File: src/rtl/lsu_mem_initiator_if.sv
// Request/response and data-memory signals of the load/store initiator.
// The master modport is the initiator itself; slave is the pipeline plus memory side.
interface lsu_mem_initiator_if;
    logic        req_valid;
    logic        req_ready;
    logic        req_write;
    logic [1:0]  req_size;
    logic        req_unsigned;
    logic [31:0] req_addr;
    logic [31:0] req_wdata;

    logic        resp_valid;
    logic [31:0] resp_rdata;
    logic        resp_err;

    logic [31:0] mem_address;
    logic [31:0] mem_data_in;
    logic        mem_w_enable;
    logic [1:0]  mem_access_size;
    logic        mem_rdun;
    logic [31:0] mem_data_out;

    modport master (
        input  req_valid, req_write, req_size, req_unsigned, req_addr, req_wdata,
        input  mem_data_out,
        output req_ready, resp_valid, resp_rdata, resp_err,
        output mem_address, mem_data_in, mem_w_enable, mem_access_size, mem_rdun
    );

    modport slave (
        output req_valid, req_write, req_size, req_unsigned, req_addr, req_wdata,
        output mem_data_out,
        input  req_ready, resp_valid, resp_rdata, resp_err,
        input  mem_address, mem_data_in, mem_w_enable, mem_access_size, mem_rdun
    );
endinterface

File: src/rtl/lsu_mem_initiator.sv
// Load/store initiator: range check, aligned single access or byte-beat split, 1-cycle response.
// Define MISALIGN_TRAP_EN to reject misaligned requests instead of splitting them.
module lsu_mem_initiator #(
    parameter logic [31:0] START_ADDRESS = 32'h0100_0000,
    parameter logic [31:0] MEM_SIZE      = 32'h0010_0000
) (
    input logic           clk,
    input logic           reset,
    lsu_mem_initiator_if.master bus
);

    typedef enum logic [1:0] {
        IDLE,
        ACCESS,
`ifndef MISALIGN_TRAP_EN
        SPLIT,
`endif
        DONE
    } state_e;

    state_e      state_q;
    logic        write_q;
    logic [1:0]  size_q;
    logic        unsigned_q;
    logic        req_ready_q;
    logic        resp_valid_q;
    logic        resp_err_q;
    logic [31:0] resp_rdata_q;
    logic [31:0] mem_address_q;
    logic [31:0] mem_data_in_q;
    logic        mem_w_enable_q;
    logic [1:0]  mem_access_size_q;
    logic        mem_rdun_q;
`ifndef MISALIGN_TRAP_EN
    logic [1:0]  beat_q;
    logic [31:0] wdata_q;
    logic [31:0] result_q;
    logic [31:0] split_merged;
    logic [1:0]  split_last;
`endif

    logic [2:0]  req_nbytes;
    logic [32:0] req_last;
    logic [32:0] win_end;
    logic        req_range_err;
    logic        req_misaligned;
    logic        req_reject;

    function automatic logic [31:0] extend_load(input logic [31:0] raw, input logic [1:0] size,
                                                input logic uns);
        case (size)
            2'b00:   return uns ? {24'b0, raw[7:0]}  : {{24{raw[7]}}, raw[7:0]};
            2'b01:   return uns ? {16'b0, raw[15:0]} : {{16{raw[15]}}, raw[15:0]};
            default: return raw;
        endcase
    endfunction

    // NOTE: combinational blocks assign every output first so no path leaves a latch behind.
    always_comb begin
        req_nbytes = 3'd4;
        if (bus.req_size == 2'b00) req_nbytes = 3'd1;
        else if (bus.req_size == 2'b01) req_nbytes = 3'd2;
        // 33-bit sums so a request near the top of the address space cannot wrap into range
        req_last       = {1'b0, bus.req_addr} + {30'b0, req_nbytes} - 33'd1;
        win_end        = {1'b0, START_ADDRESS} + {1'b0, MEM_SIZE};
        req_range_err  = (bus.req_addr < START_ADDRESS) || (req_last >= win_end);
        req_misaligned = ((bus.req_size == 2'b01) && bus.req_addr[0]) ||
                         (bus.req_size[1] && (bus.req_addr[1:0] != 2'b00));
`ifdef MISALIGN_TRAP_EN
        req_reject     = req_range_err || req_misaligned;
`else
        req_reject     = req_range_err;
`endif
    end

`ifndef MISALIGN_TRAP_EN
    always_comb begin
        split_merged = result_q;
        split_merged[{beat_q, 3'b000} +: 8] = bus.mem_data_out[7:0];
        split_last   = (size_q == 2'b01) ? 2'd1 : 2'd3;
    end
`endif

    // NOTE: all state and registered outputs update with non-blocking assignments only.
    always_ff @(posedge clk or posedge reset) begin
        if (reset) begin
            state_q           <= IDLE;
            write_q           <= 1'b0;
            size_q            <= 2'b00;
            unsigned_q        <= 1'b0;
            req_ready_q       <= 1'b1;
            resp_valid_q      <= 1'b0;
            resp_err_q        <= 1'b0;
            resp_rdata_q      <= '0;
            mem_address_q     <= '0;
            mem_data_in_q     <= '0;
            mem_w_enable_q    <= 1'b0;
            mem_access_size_q <= 2'b00;
            mem_rdun_q        <= 1'b0;
`ifndef MISALIGN_TRAP_EN
            beat_q            <= 2'd0;
            wdata_q           <= '0;
            result_q          <= '0;
`endif
        end else begin
            case (state_q)
                IDLE: begin
                    if (bus.req_valid) begin
                        write_q     <= bus.req_write;
                        size_q      <= bus.req_size;
                        unsigned_q  <= bus.req_unsigned;
                        req_ready_q <= 1'b0;
                        if (req_reject) begin
                            state_q      <= DONE;
                            resp_valid_q <= 1'b1;
                            resp_err_q   <= 1'b1;
                            resp_rdata_q <= '0;
                        end else if (!req_misaligned) begin
                            state_q           <= ACCESS;
                            mem_address_q     <= bus.req_addr;
                            mem_access_size_q <= bus.req_size;
                            mem_rdun_q        <= 1'b1;
                            mem_data_in_q     <= bus.req_wdata;
                            mem_w_enable_q    <= bus.req_write;
                        end
`ifndef MISALIGN_TRAP_EN
                        else begin
                            state_q           <= SPLIT;
                            beat_q            <= 2'd0;
                            result_q          <= '0;
                            wdata_q           <= bus.req_wdata >> 8;
                            mem_address_q     <= bus.req_addr;
                            mem_access_size_q <= 2'b00;
                            mem_rdun_q        <= 1'b1;
                            mem_data_in_q     <= {24'b0, bus.req_wdata[7:0]};
                            mem_w_enable_q    <= bus.req_write;
                        end
`endif
                    end
                end

                ACCESS: begin
                    state_q           <= DONE;
                    mem_address_q     <= '0;
                    mem_data_in_q     <= '0;
                    mem_w_enable_q    <= 1'b0;
                    mem_access_size_q <= 2'b00;
                    mem_rdun_q        <= 1'b0;
                    resp_valid_q      <= 1'b1;
                    resp_err_q        <= 1'b0;
                    resp_rdata_q      <= write_q ? '0 : extend_load(bus.mem_data_out, size_q, unsigned_q);
                end

`ifndef MISALIGN_TRAP_EN
                SPLIT: begin
                    result_q <= split_merged;
                    if (beat_q == split_last) begin
                        state_q           <= DONE;
                        mem_address_q     <= '0;
                        mem_data_in_q     <= '0;
                        mem_w_enable_q    <= 1'b0;
                        mem_access_size_q <= 2'b00;
                        mem_rdun_q        <= 1'b0;
                        resp_valid_q      <= 1'b1;
                        resp_err_q        <= 1'b0;
                        resp_rdata_q      <= write_q ? '0 : extend_load(split_merged, size_q, unsigned_q);
                    end else begin
                        // wdata_q is consumed one byte per beat, lowest byte first
                        beat_q        <= beat_q + 2'd1;
                        wdata_q       <= wdata_q >> 8;
                        mem_address_q <= mem_address_q + 32'd1;
                        mem_data_in_q <= {24'b0, wdata_q[7:0]};
                    end
                end
`endif

                DONE: begin
                    state_q      <= IDLE;
                    req_ready_q  <= 1'b1;
                    resp_valid_q <= 1'b0;
                    resp_err_q   <= 1'b0;
                    resp_rdata_q <= '0;
                end

                default: state_q <= IDLE;
            endcase
        end
    end

    assign bus.req_ready       = req_ready_q;
    assign bus.resp_valid      = resp_valid_q;
    assign bus.resp_err        = resp_err_q;
    assign bus.resp_rdata      = resp_rdata_q;
    assign bus.mem_address     = mem_address_q;
    assign bus.mem_data_in     = mem_data_in_q;
    assign bus.mem_w_enable    = mem_w_enable_q;
    assign bus.mem_access_size = mem_access_size_q;
    assign bus.mem_rdun        = mem_rdun_q;

endmodule

File: src/flat_wrapper.sv
// flat-port wrapper written by rule: the top's interface ports become plain ports
module lsu_mem_initiator_flat 
#(
    parameter logic [31:0] START_ADDRESS = 32'h0100_0000,
    parameter logic [31:0] MEM_SIZE      = 32'h0010_0000
)
  (clk, reset, bus_req_valid, bus_req_write, bus_req_size, bus_req_unsigned, bus_req_addr, bus_req_wdata, bus_mem_data_out, bus_req_ready, bus_resp_valid, bus_resp_rdata, bus_resp_err, bus_mem_address, bus_mem_data_in, bus_mem_w_enable, bus_mem_access_size, bus_mem_rdun);
  lsu_mem_initiator_if bus_i ();
  input logic clk;
  input logic reset;
  input wire logic [$bits(bus_i.req_valid)-1:0] bus_req_valid;
  input wire logic [$bits(bus_i.req_write)-1:0] bus_req_write;
  input wire logic [$bits(bus_i.req_size)-1:0] bus_req_size;
  input wire logic [$bits(bus_i.req_unsigned)-1:0] bus_req_unsigned;
  input wire logic [$bits(bus_i.req_addr)-1:0] bus_req_addr;
  input wire logic [$bits(bus_i.req_wdata)-1:0] bus_req_wdata;
  input wire logic [$bits(bus_i.mem_data_out)-1:0] bus_mem_data_out;
  output wire logic [$bits(bus_i.req_ready)-1:0] bus_req_ready;
  output wire logic [$bits(bus_i.resp_valid)-1:0] bus_resp_valid;
  output wire logic [$bits(bus_i.resp_rdata)-1:0] bus_resp_rdata;
  output wire logic [$bits(bus_i.resp_err)-1:0] bus_resp_err;
  output wire logic [$bits(bus_i.mem_address)-1:0] bus_mem_address;
  output wire logic [$bits(bus_i.mem_data_in)-1:0] bus_mem_data_in;
  output wire logic [$bits(bus_i.mem_w_enable)-1:0] bus_mem_w_enable;
  output wire logic [$bits(bus_i.mem_access_size)-1:0] bus_mem_access_size;
  output wire logic [$bits(bus_i.mem_rdun)-1:0] bus_mem_rdun;
  assign bus_i.req_valid = bus_req_valid;
  assign bus_i.req_write = bus_req_write;
  assign bus_i.req_size = bus_req_size;
  assign bus_i.req_unsigned = bus_req_unsigned;
  assign bus_i.req_addr = bus_req_addr;
  assign bus_i.req_wdata = bus_req_wdata;
  assign bus_i.mem_data_out = bus_mem_data_out;
  assign bus_req_ready = bus_i.req_ready;
  assign bus_resp_valid = bus_i.resp_valid;
  assign bus_resp_rdata = bus_i.resp_rdata;
  assign bus_resp_err = bus_i.resp_err;
  assign bus_mem_address = bus_i.mem_address;
  assign bus_mem_data_in = bus_i.mem_data_in;
  assign bus_mem_w_enable = bus_i.mem_w_enable;
  assign bus_mem_access_size = bus_i.mem_access_size;
  assign bus_mem_rdun = bus_i.mem_rdun;
  lsu_mem_initiator #(.START_ADDRESS(START_ADDRESS), .MEM_SIZE(MEM_SIZE)) u_core (.clk(clk), .reset(reset), .bus(bus_i));
endmodule
File: config.mk
export PLATFORM = sky130hd
export DESIGN_NAME = lsu_mem_initiator_flat
export DESIGN_NICKNAME = d
export VERILOG_FILES = /design/src/rtl/lsu_mem_initiator_if.sv /design/src/rtl/lsu_mem_initiator.sv /design/src/flat_wrapper.sv
export SDC_FILE = /design/constraint.sdc
export NUM_CORES = 1
export LEC_CHECK = 0
export CELL_PAD_IN_SITES_DETAIL_PLACEMENT = 0
export CELL_PAD_IN_SITES_GLOBAL_PLACEMENT = 2
export CORE_MARGIN = 3
export CORE_UTILIZATION = 35
export CTS_BUF_LIST = sky130_fd_sc_hd__clkbuf_2
export DETAILED_ROUTE_END_ITERATION = 12
export PLACE_DENSITY_LB_ADDON = 0.1
export SYNTH_ARGS = -nofsm -noshare
export SYNTH_HDL_FRONTEND = slang
export SYNTH_SLANG_ARGS = --single-unit
File: constraint.sdc
create_clock -name clk -period 12.6 [get_ports clk]
set_input_delay 1.89 -clock clk [delete_from_list [all_inputs] [get_ports clk]]
set_output_delay 1.89 -clock clk [all_outputs]
set_load 0.1 [all_outputs]
==> qor.txt <==
status -> finished, final reports clean
RR Startpoint -> u_core.beat_q[0]
# clock sinks -> 167
Initial Util -> 35.72%
FF-to-FF End -> u_core.bus.resp_rdata[18]
Netlist Area Pre-Place -> 10980 sq um
number of buffers added on ports -> 205
# Post-CTS Setup Buffers -> 0
DIE WIDTH -> 183.1 microns
WHS -> 0.5119 ns
final wirelength -> 38060 microns
count leader, synth -> dfrtp_1
leading area contributor after synthesis -> dfrtp_1
Die Y -> 183.1 microns
# resized after CTS -> 0
Avg WL per Cell -> 20.81 microns
CP max-delay cell -> nor2_1
upper clock frequency limit -> 0.1548 GHz
largest net degree at the start of global routing -> 96
sequential share of the synthesized area -> 38.06%
Data required, critical path -> 13.27 ns
Cell Area, Placed -> 13370 sq um
H-tree depth -> 4
Setup WS pre-CTS -> 5.329 ns
Synth area leaders -> dfrtp_1 (38%), ha_1 (5.7%), a21oi_1 (5.1%)
Hold Path Sink -> u_core.result_q[23]
hpwl dp -> 27420 microns
Antenna Nets Post-Route -> 0
CTS tree -> yes
hold depth -> 1
top cell type's share of synthesized area -> 37.82%
unrepaired setup endpoints after global routing -> no
synthesized flop and latch total -> 167
most frequent cells after synthesis -> dfrtp_1 (166), a21oi_1 (113), nand2_1 (105)
Layout Nets -> 1573
Hold Vio Cnt, Final -> 0
clock slew at reported path FFs -> 0.28 ns
Worst EP arrival -> 7.13 ns
CTS Buffer Depth -> 2
Yosys warnings -> 0
syn nets -> 1411
core area -> 30750 sq um
top_reg_cell synth -> dfrtp_1
PnR worst setup slack -> 6.139 ns
ys async rst share -> 100.0%
r2r setup slk -> 8.18 ns
CP dominant cell by count -> inv_1
drt via density -> 5.566
Pleak -> 5.770 nW
Tcrit/Tclk final -> 51.28%
slew margin rel. -> 25.06%
fin crit period -> 6.461 ns
critical path class -> in -> reg
Fill cells -> 3086
TritonCTS Buffers -> 17
via count -> 10180
max incr delay on CP -> 0.81 ns
Non-Filler Cell Area, Final -> 13620 sq um
worst slew pin tran -> 1.116 ns
final core occ -> 44.31%
Max Fanout on Critical Path -> 19
crit path launch type -> input pin
Avg Inst Size Synth -> 8.737 sq um
Remaining DRCs -> 0
CP cell instances -> clkdlybuf4s50_1 -> or2_2 -> ha_1 -> inv_1 -> ha_1 -> inv_1 -> fa_1 -> nor2b_1 -> o31ai_1 -> a211o_1 -> a2111oi_2 -> o31ai_1 -> xnor2_1 -> inv_1 -> o41a_1 -> nor2_1 -> mux2_2
PwrDens -> 270.5 nW/um^2
# hold bufs at CTS -> 0
first-pass GRT wire length -> 58990 microns
worst min-delay path class -> reg -> reg
setup violators final -> 0
clk_skew -> 0.04693 ns
initial antenna violation count -> 1
placer's final routability congestion estimate -> 0.8644
ratio of cells with drive above 1 in the final layout -> 7.263%
number of I/O pins -> 206
root buf cell -> clkbuf_2
vias in the first global route -> 9916
drt first pass iters -> 5
initial DRC count -> 686
number of synthesized flops with an enable pin -> 0
Slew Limit Fails -> 0
Die Area -> 33540 sq um
Gate Count Post-Synth -> 1257
R2R cell count -> 12
synth-to-layout area growth -> 24.05%
maximum VDD drop -> 0.0002281 V
Finished Layout Cells -> 1829
Power, Total -> 3.686 mW
CP endpoint kind -> flip-flop
hold_sp -> u_core.result_q[23]
Max Cap Viol -> 0
Synth cell types -> 80
placed instance count -> 1796
setup TNS -> 0 ns
grt ovf -> 0
# rows -> 64
Total Routing Usage GR -> 22.32%
Clk Latency, worst-skew pair -> 0.79 ns
-- worst max path at each step --
stage	startpoint	to	slack (ns)	cells after the start
2_1_floorplan	reset	u_core.beat_q[0]	6.19	1
3_3_place_gp	bus_req_size[1]	u_core.result_q[11]	5.41	18
3_5_place_dp	bus_req_size[1]	u_core.result_q[8]	5.33	18
4_1_cts	bus_req_size[1]	u_core.result_q[8]	6.18	18
5_1_grt	bus_req_size[1]	u_core.result_q[8]	5.78	18
6_report	bus_req_size[0]	u_core.result_q[8]	6.14	17
-- worst max-delay path: cells and delay by family --
family                     cells  cell delay [ns]
adders and majority gates      3             0.71
AOI/OAI and AO/OA              5             1.97
muxes                          1             0.41
and+or+nand+nor                3             1.24
xor gates and xnor gates       1             0.16
buffers and inverters          4             0.74
-- area by class of cell --
type / instances / area [sq um] / area share (%)
Antenna cell: 1 / 2.502 / 0.01837
Clock buffer: 18 / 90.09 / 0.6612
Clock inverter: 14 / 165.2 / 1.212
Inverter: 90 / 342.8 / 2.516
Multi-Input combinational cell: 923 / 6183 / 45.39
Sequential cell: 167 / 4180 / 30.68
Tap cell: 396 / 495.5 / 3.637
Timing Repair Buffer: 220 / 2165 / 15.89
-- state kept, by name, indices dropped and copies added (netlist names), 2 cells and up --
name,flops
u_core.result_q,32
u_core.beat_q,2
u_core.bus.mem_address,32
u_core.bus.resp_rdata,32
u_core.wdata_q,24
u_core.state_q,2
u_core.bus.mem_access_size,2
u_core.size_q,2
u_core.bus.mem_data_in,32
-- report_power, final --
group          switching [mW]  internal, mW  total (mW)
Sequential              0.175         0.716       0.892
Clock                   0.226        0.0986       0.324
Combinational            1.80         0.670        2.47
-- routing by layer --
layer  track usage [%]  vias up  routed length, microns  share of wire [%]
li1                  -     4899                       -                  -
met1             34.23     4981                   19410                 51
met2             33.59      279                   16590                 44
met3             3.352       21                    1649                4.3
met4             4.144        0                     408                1.1
met5                 0        -                       0                  0
-- placed cells by master (no fill, tap or decap), types with 9 or more instances in the layout --
master           count
o32ai_1             14
nor3b_1             18
o211ai_1            11
mux2i_1             27
nand4_1             13
nor2b_1             60
o2bb2ai_1           48
dfrtp_1            166
a21o_1              24
nand2_1            105
a211oi_1             9
inv_1               88
o21ai_0             99
ha_1                49
mux2_2              31
nand3_1             65
a21oi_1            112
clkdlybuf4s50_1    205
buf_4               15
nor2_1              51
clkbuf_2            18
nor3_1              28
-- logic make-up (layout without fill, tap and decap cells) --
logic type / Yosys count / in the layout / synth area share [%]
XOR/XNOR: 6 / 6 / 0.4786
flip-flops: 167 / 167 / 38.06
adder cells (fa/ha/maj): 51 / 51 / 5.878
AND/OR/NAND/NOR: 392 / 392 / 18.47
multiplexers: 64 / 64 / 6.254
other: 0 / 1 / 0
AO/OA/AOI/OAI: 410 / 410 / 24.91
buffers and inverters: 167 / 342 / 5.947
Note: power is estimated with default switching activity, not from simulation.
